[src/rtl/instr_encoder_loader.sv]
// rtl/instr_encoder_loader.sv - packs decoded instruction fields into words and writes them to instruction memory
module instr_encoder_loader #(
    parameter int          ADDR_W     = 10,
    parameter int          BASE_ADDR  = 0,
    parameter int          MAX_INSTR  = 256,
    parameter logic [7:0]  MAX_OPCODE = 8'd20
) (
    input  logic              CLK,
    input  logic              RESET_N,
    input  logic              IN_VALID,
    output logic              IN_READY,
    input  logic [7:0]        IN_OPCODE,
    input  logic [2:0]        IN_WRITEREG,
    input  logic [2:0]        IN_READREG1,
    input  logic [2:0]        IN_READREG2,
    input  logic [7:0]        IN_IMMEDIATE,
    input  logic              IN_USE_IMM,
    input  logic [7:0]        IN_OFFSET,
    input  logic              IN_LAST,
    output logic              MEM_WRITE,
    output logic [ADDR_W-1:0] MEM_ADDRESS,
    output logic [31:0]       MEM_WRITEDATA,
    input  logic              MEM_BUSYWAIT,
    output logic              ILLEGAL,
    output logic              FULL,
    output logic              DONE,
    output logic [ADDR_W-1:0] INSTR_COUNT
);

    typedef enum logic [1:0] {
        S_IDLE,
        S_WRITE,
        S_FINISH
    } state_t;

    localparam logic [7:0]        OP_JUMP   = 8'd6;
    localparam logic [7:0]        OP_BEQ    = 8'd7;
    localparam logic [7:0]        OP_BNE    = 8'd12;
    localparam logic [ADDR_W-1:0] BASE_A    = ADDR_W'(BASE_ADDR);
    localparam logic [ADDR_W-1:0] ADDR_STEP = ADDR_W'(4);
    localparam logic [ADDR_W:0]   MAX_CNT   = (ADDR_W+1)'(MAX_INSTR);

    state_t              state_q, state_d;
    logic [ADDR_W-1:0]   addr_q, addr_d;
    logic [ADDR_W-1:0]   count_q, count_d;
    logic [31:0]         word_q, word_d;
    logic                last_q, last_d;
    logic                full_q, full_d;
    logic                illegal_q, illegal_d;

    logic [31:0]         enc_word;
    logic [ADDR_W:0]     count_inc;
    logic                in_ready;

    // Field placement mirrors the CPU decoder; unused bits stay zero.
    always_comb begin
        enc_word        = '0;
        enc_word[31:24] = IN_OPCODE;
        if (IN_OPCODE == OP_JUMP) begin
            enc_word[23:16] = IN_OFFSET;
        end else if ((IN_OPCODE == OP_BEQ) || (IN_OPCODE == OP_BNE)) begin
            enc_word[23:16] = IN_OFFSET;
            enc_word[10:8]  = IN_READREG1;
            enc_word[2:0]   = IN_READREG2;
        end else begin
            enc_word[18:16] = IN_WRITEREG;
            enc_word[10:8]  = IN_READREG1;
            if (IN_USE_IMM) begin
                enc_word[7:0] = IN_IMMEDIATE;
            end else begin
                enc_word[2:0] = IN_READREG2;
            end
        end
    end

    assign count_inc = {1'b0, count_q} + (ADDR_W+1)'(1);
    assign in_ready  = (state_q == S_IDLE) && !full_q;

    always_comb begin
        state_d   = state_q;
        addr_d    = addr_q;
        count_d   = count_q;
        word_d    = word_q;
        last_d    = last_q;
        full_d    = full_q;
        illegal_d = 1'b0;
        unique case (state_q)
            S_IDLE: begin
                if (IN_VALID && in_ready) begin
                    if (IN_OPCODE > MAX_OPCODE) begin
                        illegal_d = 1'b1;
                    end else begin
                        word_d  = enc_word;
                        last_d  = IN_LAST;
                        state_d = S_WRITE;
                    end
                end
            end
            S_WRITE: begin
                if (!MEM_BUSYWAIT) begin
                    addr_d  = addr_q + ADDR_STEP;
                    count_d = count_inc[ADDR_W-1:0];
                    if (last_q) begin
                        state_d = S_FINISH;
                    end else begin
                        full_d  = (count_inc == MAX_CNT);
                        state_d = S_IDLE;
                    end
                end
            end
            S_FINISH: begin
                addr_d  = BASE_A;
                count_d = '0;
                full_d  = 1'b0;
                state_d = S_IDLE;
            end
            default: state_d = S_IDLE;
        endcase
    end

    always_ff @(posedge CLK or negedge RESET_N) begin
        if (!RESET_N) begin
            state_q   <= S_IDLE;
            addr_q    <= BASE_A;
            count_q   <= '0;
            word_q    <= '0;
            last_q    <= 1'b0;
            full_q    <= 1'b0;
            illegal_q <= 1'b0;
        end else begin
            state_q   <= state_d;
            addr_q    <= addr_d;
            count_q   <= count_d;
            word_q    <= word_d;
            last_q    <= last_d;
            full_q    <= full_d;
            illegal_q <= illegal_d;
        end
    end

    // MEM_WRITE decodes straight from state so an async reset drops it at once.
    assign IN_READY      = in_ready;
    assign MEM_WRITE     = (state_q == S_WRITE);
    assign MEM_ADDRESS   = addr_q;
    assign MEM_WRITEDATA = word_q;
    assign ILLEGAL       = illegal_q;
    assign FULL          = full_q;
    assign DONE          = (state_q == S_FINISH);
    assign INSTR_COUNT   = count_q;

endmodule

[config.mk]
export PLATFORM = sky130hd
export DESIGN_NAME = instr_encoder_loader
export DESIGN_NICKNAME = d
export VERILOG_FILES = /design/src/rtl/instr_encoder_loader.sv
export SDC_FILE = /design/constraint.sdc
export NUM_CORES = 1
export LEC_CHECK = 0
export ABC_CLOCK_PERIOD_IN_PS = 1800
export CAP_MARGIN = 20
export CORE_MARGIN = 2
export CORE_UTILIZATION = 43
export DETAILED_ROUTE_END_ITERATION = 12
export GPL_TIMING_DRIVEN = 0
export PLACE_DENSITY = 0.91
export SLEW_MARGIN = 20
export SYNTH_ARGS = -nofsm -noshare
export SYNTH_HDL_FRONTEND = slang
export SYNTH_SLANG_ARGS = --single-unit
[constraint.sdc]
create_clock -name CLK -period 1.8 [get_ports CLK]
set_input_delay 0.45 -clock CLK [delete_from_list [all_inputs] [get_ports CLK]]
set_output_delay 0.45 -clock CLK [all_outputs]
set_load 0.01 [all_outputs]
# Word-level counts from Yosys, hierarchy flattened
# Cells that the tools add are included.
op_classes:
  addsub: 2
  magnitude_cmp: 1
  n_eq_ne: 10
  n_mux: 23
  bitwise: 1
  n_reduce_logical: 10
ops:
  columns: ["cell", "n"]
  rows:
  - ["10-bit one-hot mux with 2 select lines", 2]
  - ["10-bit 2-to-1 mux", 2]
  - ["8-bit by 3-bit equality test with 1-bit output (second input constant)", 2]
  - ["5-bit 2-to-1 mux", 3]
  - ["10-bit by 1-bit adder with 11-bit output (second input constant)", 1]
  - ["11-bit by 9-bit equality test with 1-bit output (second input constant)", 1]
  - ["11-bit 2-to-1 mux", 1]
  - ["10-bit by 3-bit adder with 10-bit output (second input constant)", 1]
  - ["3-bit 2-to-1 mux", 3]
  - ["3-bit AND reduction", 3]
  - ["8-bit by 4-bit equality test with 1-bit output (second input constant)", 1]
  - ["8-bit by 5-bit > comparator with 1-bit output (second input constant)", 1]
  - ["2-bit 2-to-1 mux", 4]
  - ["8-bit 2-to-1 mux", 1]
  - ["2-bit inequality test (second input constant)", 3]
  - ["1-bit 2-to-1 mux", 5]
  - ["2-bit one-hot mux with 2 select lines", 1]
  - ["2-bit by 1-bit equality test with 1-bit output (second input constant)", 1]
  - ["2-bit equality test (second input constant)", 1]
  - ["1-bit logical AND", 2]
  - ["2-bit zero test", 1]
  - ["2-bit by 1-bit inequality test with 1-bit output (second input constant)", 1]
  - ["1-bit one-hot mux with 2 select lines", 1]
  - ["2-bit AND reduction", 1]
  - ["4 further kinds", 4]
totals:
  regBits: 52
  in_bits: 39
  word_cells: 54

# Depth between registers and ports, before layout
# Gate-level depths: netlist (run 1).
logic_depth:
  ltp_word: 5
  ltp_mapped: 7
  mapped_depth_nobuf: 6

# Worst setup path after synthesis (run 1)
# No wires, ideal clock.
synth_path:
  path_type: "reg2reg"
  from: "register count_q[0] (netlist: INSTR_COUNT[0])"
  to: "register full_q (netlist: FULL)"
  setup_ns: 0.095
  t_arrival_ns: 1.583
  setup_slack_ns: 0.122
  stages_incl_launch_ff: 7
  path_cell_list: "dfrtp_1 > ha_1 > and3_1 > nand3_1 > nor3_1 > o211ai_1 > o31ai_1"
synth_via:
  elab_chain_len: 5
synth_lines:
  columns: ["element", "line", "rtl"]
  rows:
  - ["from (decl)", "45", "logic [ADDR_W-1:0] count_q, count_d;"]
  - ["from (signal assigned)", "133", "count_q <= count_d;"]
  - ["10-bit by 1-bit adder with 11-bit output", "76", "assign count_inc = {1'b0, count_q} + (ADDR_W+1)'(1);"]
  - ["11-bit by 9-bit equality test with 1-bit output", "106", "full_d = (count_inc == MAX_CNT);"]
  - ["1-bit 2-to-1 mux", "103", "if (last_q) begin"]
  - ["1-bit 2-to-1 mux", "100", "if (!MEM_BUSYWAIT) begin"]
  - ["1-bit one-hot mux with 2 select lines", "87", "unique case (state_q)"]
  - ["to (signal assigned)", "136", "full_q <= full_d;"]
  - ["to (decl)", "48", "logic full_q, full_d;"]
# Every way passes these cells. The select of a mux whose other input is x is not followed.
# A chain may end at the register's enable or synchronous reset.

# Worst setup path after layout (run 1)
layout_path:
  from: "register full_q (netlist: FULL)"
  to: "output FULL"
layout_lines:
  columns: ["element", "line", "rtl"]
  rows:
  - ["to (decl)", "25", "output logic FULL,"]
# No word-level cell between the ends.

==> results.yml, run 1 <==
worst_setup_path:
  cp-end-kind: "output port"
  worstSetupPathType: "reg2out"
  worstPathMaxFanout: 3
  slowest_delay_ns: 0.57
  critPathBufInv: 1
  cpMaxStageDelayCell: "clkdlybuf4s50_1"
  startpoint_type: "register"
  cp_cell_sequence: "clkdlybuf4s50_1"
  path_delay_family: "buffers and inverters"
  worst_r2r_endpoint: "FULL"
  crit_required_ns: 1.35
  rr_worst_depth: 6
  cp.arrival_ns: 1.31
  worstSetupStartpoint: "FULL"
  reg2reg_slack_ns: 0.09
  crit-reg2reg-launch: "INSTR_COUNT[0]"
sta:
  holdWs_ns: 0.1251
  slew_headroom: 0.6312
  setup_viol: 0
  fin_skew_ns: 0.009876
  hold_viol: 0
  grt_setup_unrepaired: "yes"
  post-route-min-period_ns: 1.758
  setup_ws_ns: 0.04153
  maxSlewViolCount: 0
  fin_crit_sh: 0.9769
  fmax_mhz: 568.7
  worstMarginPinSlew_ns: 0.5531
floorplan:
  initial_utilization: 0.4419
  dieArea_sq_um: 6204
  ios: 96
  core_area_sq_um: 5439
  die_h_um: 78.77
  row_count: 27
  die_x_um: 78.77
final_layout:
  fill_cells: 446
  area_growth_pct: 52.89
  fin_nets: 385
  drive_gt1_frac: 0.1831
  layout.cell_area.non_filler_sq_um: 3675
  finalNonFillerCells: 416
  antenna_cells: 0
clock_tree:
  cts_tree: "done"
  clkTransAtPathRegs_ns: 0.09
  clockBufferDepth: 2
  cts-root-buf: "clkbuf_8"
  htreeDepth: 2
  clock_latency_ns: 0.30
  numCtsBuffers: 5
  clock_sinks: 50
  ctsHoldBuffers: 0
power_and_ir_drop:
  p_sw_frac: 0.2928
  combPwrFrac: 0.283
  ir_drop_mv: 0.4817
  p_clk_frac: 0.225
  p_seq_frac: 0.492
  p_per_area_nw_per_um2: 789.7
  p_int_w: 0.002052
  switchingPower_w: 0.0008498
  leakage_nw: 1.613
logic_synthesis:
  synthTopCellsByCount: "50 x dfrtp_1, 36 x nand2_1, 15 x nor2_1"
  synth-edff-count: 0
  synth.most_common_cell: "dfrtp_1"
  synth.area.top_cells: "dfrtp_1 52%, nand2_1 5.6%, a22o_1 4.4%, mux2_1 4.2%, o21ai_1 2.9%"
  synth_warnings: 0
  synth.distinct_cells: 44
  synthFlopType: "dfrtp_1"
  syn_area_per_cell_sq_um: 10.41
  yosys_register_bits: 50
  syn-cell-area_sq_um: 2404
  ys_seq_area_frac: 0.5206
  yosys.area.top_type: "dfrtp_1"
  synth_top_area_frac: 0.5206
  synthArstFlopShare: 1.000
  syn_inst: 231
flow_run:
  cap_violations: 0
routing:
  drc: 0
  wire_per_inst_um: 14.06
  drt_first_pass_iters: 4
  dr.first_iter.drc_count: 104
  vias: 2109
  ant_nets: 0
  via_per_inst: 5.070
  drt-total-wl_mm: 5.849
outcome:
  outcome: "completed"
placement:
  place_inst: 398
  io_buffers: 88
  pre_cts_slack_ns: -0.5091
  dp_hpwl_mm: 4.403
  gp_congestion: 0.8535
  dpl-instance-area_sq_um: 3412
global_route:
  grt_pass1_wl_mm: 9.246
  grt_usage: 0.1860
  antenna_found_initial: 0
  grt_overflow_total: 0
  grt_max_degree: 27
  grt_pass1_vias: 2014
worst_hold_path:
  hp-class: "in2async"
## power by group through the flow
stage	Sequential (W)	Combinational (W)	Clock [W]
after floorplan	0.00149	0.000244	0
after global routing	0.00145	0.000890	0.000729
after global placement	0.00143	0.000769	0
final	0.00143	0.000821	0.000652
after CTS	0.00142	0.000807	0.000682
after detailed placement	0.00145	0.000798	0
## layout make-up
cell class / count / area (sq um) / share of cell area
Buffer: 16 / 122.6 / 0.03337
Clock buffer: 5 / 68.82 / 0.01873
Clock inverter: 3 / 21.27 / 0.005788
Inverter: 2 / 12.51 / 0.003405
Multi-Input combinational cell: 169 / 1126 / 0.3064
Sequential cell: 50 / 1264 / 0.3439
Tap cell: 72 / 90.09 / 0.02451
Timing Repair Buffer: 99 / 969.7 / 0.2639
## metal layers
metal,GRT usage,wire (um),vias up
li1,-,-,1021
met1,0.2440,2472,1003
met2,0.3060,2887,81
met3,0.04773,452,4
met4,0.05263,37,0
met5,0,0,-
## through the flow
stage               power (W)  utilization  TNS (ns)
global route         0.003072       0.6756  -0.04651
detailed placement   0.002244       0.6273    -13.36
global placement     0.002200       0.6246    -66.45
CTS                  0.002912       0.6529         0
floorplan            0.001738            -         0
finish               0.002902       0.6756         0
## kinds of logic after synthesis
logic type | count (synthesis) | share of synthesized area
and+or+nand+nor | 91 | 0.1968
muxes | 13 | 0.05883
adders and majority gates | 3 | 0.01562
xor gates and xnor gates | 10 | 0.03644
other | 1 | 0.001560
DFF | 50 | 0.5206
AOI/OAI and AO/OA | 45 | 0.1249
buffers and inverters | 18 | 0.04529
## sequential cells by signal, summed over array words and instances, names as in the netlist
register	flops
INSTR_COUNT	10
FULL	1
state_q	2
last_q	1
MEM_ADDRESS	8
MEM_WRITEDATA	27
ILLEGAL	1
## worst max path at each step
stage,endpoint,cells after the start
2_1_floorplan,FULL,6
3_3_place_gp,MEM_WRITEDATA[18],1
5_1_grt,FULL,6
3_5_place_dp,MEM_WRITEDATA[0],6
4_1_cts,DONE,4
6_report,FULL,1
## layout by cell type, fill, tap and decap left out, types with 5 or more instances in the layout
| cell | count |
|---|---|
| conb_1 | 7 |
| nand3_1 | 11 |
| xor2_1 | 6 |
| nor2_1 | 15 |
| nand2_1 | 36 |
| mux2_1 | 8 |
| dfrtp_1 | 40 |
| dlygate4sd2_1 | 5 |
| clkbuf_8 | 5 |
| o21ai_1 | 13 |
| o21ai_0 | 6 |
| clkdlybuf4s50_1 | 75 |
| buf_4 | 19 |
| a22o_1 | 12 |
| dfrtp_2 | 10 |
## what timing repair did
action,4_1_cts,5_1_grt
resized for setup,24,27
buffers inserted,2,7
pin swaps,3,4
gates cloned,0,1
endpoints found under the setup margin,35,41
Note: power is estimated with default switching activity, not from simulation.
==> inputs of run 2 (changes only) <==
--- a/config.mk
+++ b/config.mk
@@ -12,6 +12,7 @@
 export DETAILED_ROUTE_END_ITERATION = 12
 export GPL_TIMING_DRIVEN = 0
 export PLACE_DENSITY = 0.91
+export RECOVER_POWER = 25
 export SLEW_MARGIN = 20
 export SYNTH_ARGS = -nofsm -noshare
 export SYNTH_HDL_FRONTEND = slang
==> results.yml, run 2 (synthesis gave the netlist of run 1 again) <==
final_layout:
  layout_common_cells: "75 x clkdlybuf4s50_1, 40 x dfrtp_1, 36 x nand2_1"
  fin_nets: 385
  antenna_cells: 0
  finalNonFillerCells: 416
  final_common_cell: "clkdlybuf4s50_1"
  regArea_sq_um: 1264
  drive_gt1_frac: 0.1802
  multi_input_area_sq_um: 1126
  fill_cells: 447
  largest_reg_flops: 27
  area_growth_pct: 52.32
sta:
  fmax_mhz: 568.7
  grt_setup_unrepaired: "yes"
  worstMarginPinSlew_ns: 1.243
  maxSlewViolCount: 0
  slew_headroom: 0.1711
  holdWs_ns: 0.3847
  fin_skew_ns: 0.009911
  hold_viol: 0
  fin_crit_sh: 0.9770
  post-route-min-period_ns: 1.759
  setup_viol: 0
worst_setup_path:
  rr_worst_depth: 6
  path_delay_family: "buffers and inverters"
  slowest_delay_ns: 0.57
  crit-reg2reg-launch: "INSTR_COUNT[0]"
  worst_r2r_endpoint: "FULL"
  cp_cell_sequence: "clkdlybuf4s50_1"
  cpMaxStageDelayCell: "clkdlybuf4s50_1"
  worstSetupPathType: "reg2out"
  worstPathMaxFanout: 3
  cp-end-kind: "output port"
  startpoint_type: "register"
  cp.arrival_ns: 1.31
  reg2reg_slack_ns: 0.10
  critPathBufInv: 1
  crit_required_ns: 1.35
global_route:
  grt_pass1_wl_mm: 9.246
  grt_max_degree: 27
  grt_pass1_vias: 2014
  grt_usage: 0.1860
  grt_overflow_total: 0
  antenna_found_initial: 0
routing:
  wire_per_inst_um: 14.03
  vias: 2107
  drt_first_pass_iters: 4
  dr.first_iter.drc_count: 109
  ant_nets: 0
  drt-total-wl_mm: 5.836
  drc: 0
  via_per_inst: 5.065
floorplan:
  die_x_um: 78.77
  core_area_sq_um: 5439
  ios: 96
  initial_utilization: 0.4419
  dieArea_sq_um: 6204
  die_h_um: 78.77
  row_count: 27
placement:
  io_buffers: 88
  place_inst: 398
  dp_hpwl_mm: 4.403
  gp_congestion: 0.8535
clock_tree:
  clkTransAtPathRegs_ns: 0.09
  clock_sinks: 50
  cts_tree: "done"
  clock_latency_ns: 0.30
  clockBufferDepth: 2
  numCtsBuffers: 5
  htreeDepth: 2
  cts-root-buf: "clkbuf_8"
worst_hold_path:
  hp-class: "in2async"
power_and_ir_drop:
  p_per_area_nw_per_um2: 791.5
  leakage_nw: 1.605
  total_power_w: 0.002898
  ir_drop_mv: 0.4817
flow_run:
  cap_violations: 0
outcome:
  outcome: "completed"
run 2: cell types whose count changed in the layout (fill, tap and decap cells not counted), sizes merged:
cell,previous run,this run
buf,27,25
clkbuf,7,9
run 2: power breakdown:
part	switching (W)	internal, W	total, W
logic	0.000327	0.000490	0.000816
clock network	0.000379	0.000274	0.000653
registers	0.000143	0.00129	0.00143
run 2: how the worst max path moves through the flow:
stage,cells past startpoint,end,slack (ns),from
after floorplan,6,FULL,0.12,INSTR_COUNT[0]
after global placement,1,MEM_WRITEDATA[18],-1.08,RESET_N
after detailed placement,6,MEM_WRITEDATA[0],-0.51,IN_OPCODE[5]
after CTS,4,DONE,0.000004,state_q[0]
after global routing,6,FULL,-0.04,MEM_BUSYWAIT
final,1,FULL,0.04,FULL
run 2: what timing repair did:
| item | 4_1_cts | 5_1_grt |
|---|---|---|
| gates cloned | 0 | 1 |
| setup buffers | 2 | 7 |
| pin swaps | 3 | 4 |
| endpoints found under the setup margin | 35 | 41 |
| hold buffers | 0 | 0 |
| gates resized for setup | 24 | 27 |
run 2: layer usage:
metal,part of all wire,vias to the layer above,global-route usage
li1,-,1020,-
met1,0.42,1013,0.2440
met2,0.50,70,0.3060
met3,0.076,4,0.04773
met4,0.0063,0,0.05263
met5,0,-,0
run 2: through the flow:
step / worst slack (ns) / TNS, ns / util / area [sq um]
final: 0.04146 / 0 / 0.6731 / 3661
after global routing: -0.03548 / -0.3633 / 0.6731 / 3661
after CTS: 0.000003553 / 0 / 0.6529 / 3551
after detailed placement: -0.5091 / -13.36 / 0.6273 / 3412
after global placement: -1.082 / -66.45 / 0.6246 / 3397
after floorplan: 0.1220 / 0 / - / 2426
run 2: final cells by class:
cell class,instances,area share
Clock buffer,5,0.01880
Clock inverter,3,0.005810
Timing Repair Buffer,99,0.2611
Inverter,2,0.003418
Sequential cell,50,0.3452
Buffer,16,0.03349
Tap cell,72,0.02461
Multi-Input combinational cell,169,0.3076
==> inputs of run 3 (changes only) <==
--- a/config.mk
+++ b/config.mk
@@ -5,10 +5,12 @@
 export SDC_FILE = /design/constraint.sdc
 export NUM_CORES = 1
 export LEC_CHECK = 0
+export ABC_AREA = 1
 export ABC_CLOCK_PERIOD_IN_PS = 1800
 export CAP_MARGIN = 20
+export CORE_ASPECT_RATIO = 0.5
 export CORE_MARGIN = 2
-export CORE_UTILIZATION = 43
+export CORE_UTILIZATION = 44
 export DETAILED_ROUTE_END_ITERATION = 12
 export GPL_TIMING_DRIVEN = 0
 export PLACE_DENSITY = 0.91
==> results.yml, run 3 <==
outcome:
  outcome: "completed"
worst_setup_path:
  crit-reg2reg-launch: "state_q[0]"
  worstSetupStartpoint: "INSTR_COUNT[4]"
  cp-end-kind: "output port"
  reg2reg_slack_ns: 0.21
  worstSetupPathType: "reg2out"
  cp.arrival_ns: 1.29
  cp_cell_sequence: "clkdlybuf4s50_1"
  path_delay_family: "buffers and inverters"
  critPathBufInv: 1
  startpoint_type: "register"
  crit_required_ns: 1.35
  cpMaxStageDelayCell: "clkdlybuf4s50_1"
  slowest_delay_ns: 0.57
  worstPathMaxFanout: 5
power_and_ir_drop:
  ir_drop_mv: 0.7034
  leakage_nw: 1.816
  p_per_area_nw_per_um2: 962.5
logic_synthesis:
  ys_seq_area_frac: 0.4895
  synth-edff-count: 0
  yosys.area.top_type: "dfrtp_1"
  synth_top_area_frac: 0.4895
  syn_area_per_cell_sq_um: 7.890
  synth_warnings: 0
  yosys_register_bits: 50
  synthArstFlopShare: 1.000
  syn_inst: 324
  synthTopCellsByCount: "105 x nand2_1, 50 x dfrtp_1, 32 x inv_1"
  synthFlopType: "dfrtp_1"
  synth.area.top_cells: "dfrtp_1 49%, nand2_1 15%, nand3_1 6.1%, inv_1 4.7%, nor2_1 3.5%"
  synth.distinct_cells: 33
  syn-cell-area_sq_um: 2556
  synth.most_common_cell: "nand2_1"
floorplan:
  ios: 96
  row_count: 19
  die_x_um: 111.8
  initial_utilization: 0.4615
  die_h_um: 57.90
  core_area_sq_um: 5539
  dieArea_sq_um: 6472
clock_tree:
  clock_latency_ns: 0.28
  cts_tree: "done"
  clockBufferDepth: 2
  htreeDepth: 2
  ctsHoldBuffers: 0
  numCtsBuffers: 5
  clock_sinks: 50
  clkTransAtPathRegs_ns: 0.07
  cts-root-buf: "clkbuf_16"
global_route:
  grt_pass1_vias: 2351
  grt_overflow_total: 0
  grt_pass1_wl_mm: 10.35
  grt_max_degree: 51
  antenna_found_initial: 0
  grt_usage: 0.1982
sta:
  setup_ws_ns: 0.05540
  holdWs_ns: 0.4045
  fin_crit_sh: 0.9692
  grt_setup_unrepaired: "no"
  post-route-min-period_ns: 1.745
  fin_tns_setup_ns: 0
  worstMarginPinSlew_ns: 1.217
  setup_viol: 0
  fin_skew_ns: 0.003949
  hold_viol: 0
  fmax_mhz: 573.2
  maxSlewViolCount: 0
  slew_headroom: 0.1886
routing:
  dr.first_iter.drc_count: 150
  drt_first_pass_iters: 4
  ant_nets: 0
  via_per_inst: 4.880
  wire_per_inst_um: 12.40
  drt-total-wl_mm: 6.212
  drc: 0
  vias: 2445
final_layout:
  antenna_cells: 0
  final_common_cell: "nand2_1"
  utilization: 0.6869
  layout_common_cells: "102 x nand2_1, 83 x clkdlybuf4s50_1, 46 x dfrtp_1"
  multi_input_area_sq_um: 1135
  area_growth_pct: 48.85
  fin_nets: 469
  drive_gt1_frac: 0.1262
  regArea_sq_um: 1256
  fill_cells: 434
  largest_reg_flops: 27
placement:
  pre_cts_slack_ns: -0.3329
  gp_congestion: 0.8522
  dp_hpwl_mm: 4.611
  io_buffers: 87
worst_hold_path:
  hp-class: "in2async"
flow_run:
  cap_violations: 0
[run 3: changes by cell type in the layout (fill, tap and decap cells not counted), sizes merged, moves of 5 or more]
cell           previous run  this run
nand4                     3         9
nand3                    12        32
inv                       2        36
a22o                     12         0
buf                      25        16
xor2                      6         1
nand2                    36       107
clkdlybuf4s50            75        83
mux2                      9         3
nor2                     16        28
[run 3: final timing paths]
check | to | cells after the start
max in group asynchronous | INSTR_COUNT[2] | 1
setup reg to reg | MEM_WRITEDATA[22] | 7
hold reg to reg | MEM_WRITEDATA[28] | 2
setup / recovery | INSTR_COUNT[4] | 1
min in group CLK | MEM_WRITEDATA[28] | 2
hold / removal | MEM_ADDRESS[9] | 1
[run 3: area by class of cell]
cell class | instances | area share
sequential | 50 | 0.3302
multi-input combinational | 229 | 0.2983
timing repair buffer | 90 | 0.2315
clock buffer | 6 | 0.03650
inverter | 36 | 0.03551
buffer | 15 | 0.02828
tap | 73 | 0.02401
clock inverter | 2 | 0.01578
[run 3: cell families after synthesis]
group,share of synthesized area
xor+xnor,0.006854
simple gates,0.3138
compound gates,0.07000
fa+ha+maj,0.01469
flops,0.4895
other cells,0.001467
buf+inv,0.09055
mux,0.01321
[run 3: power by group]
part | switching (W) | internal [W] | leakage [nW]
clock network | 0.000407 | 0.000834 | 0.0971
registers | 0.000170 | 0.00131 | 0.658
logic | 0.000403 | 0.000532 | 1.06
total | 0.000981 | 0.00268 | 1.82
[run 3: per-stage QoR]
stage                     std cells  power [W]  instance area (sq um)
after floorplan                 330   0.001859                   2579
after global placement          490   0.002400                   3541
after detailed placement        490   0.002429                   3538
after global routing            501   0.003844                   3805
after CTS                       500   0.003676                   3770
final                           501   0.003662                   3805
[run 3: per-layer routing]
layer  wire (um)  vias up  global-route usage
met5           0        -                   0
met4          46        0             0.05996
met3         303        6             0.03975
met2        3132       80              0.3515
li1            -     1229                   -
met1        2729     1130              0.2522
[run 3: timing repair]
action                                  in CTS  in global routing
pin swaps                                    1                  3
endpoints found under the setup margin      19                 32
resized for setup                           10                 20
setup buffers                                2                  1
hold endpoints to repair                     0                  0
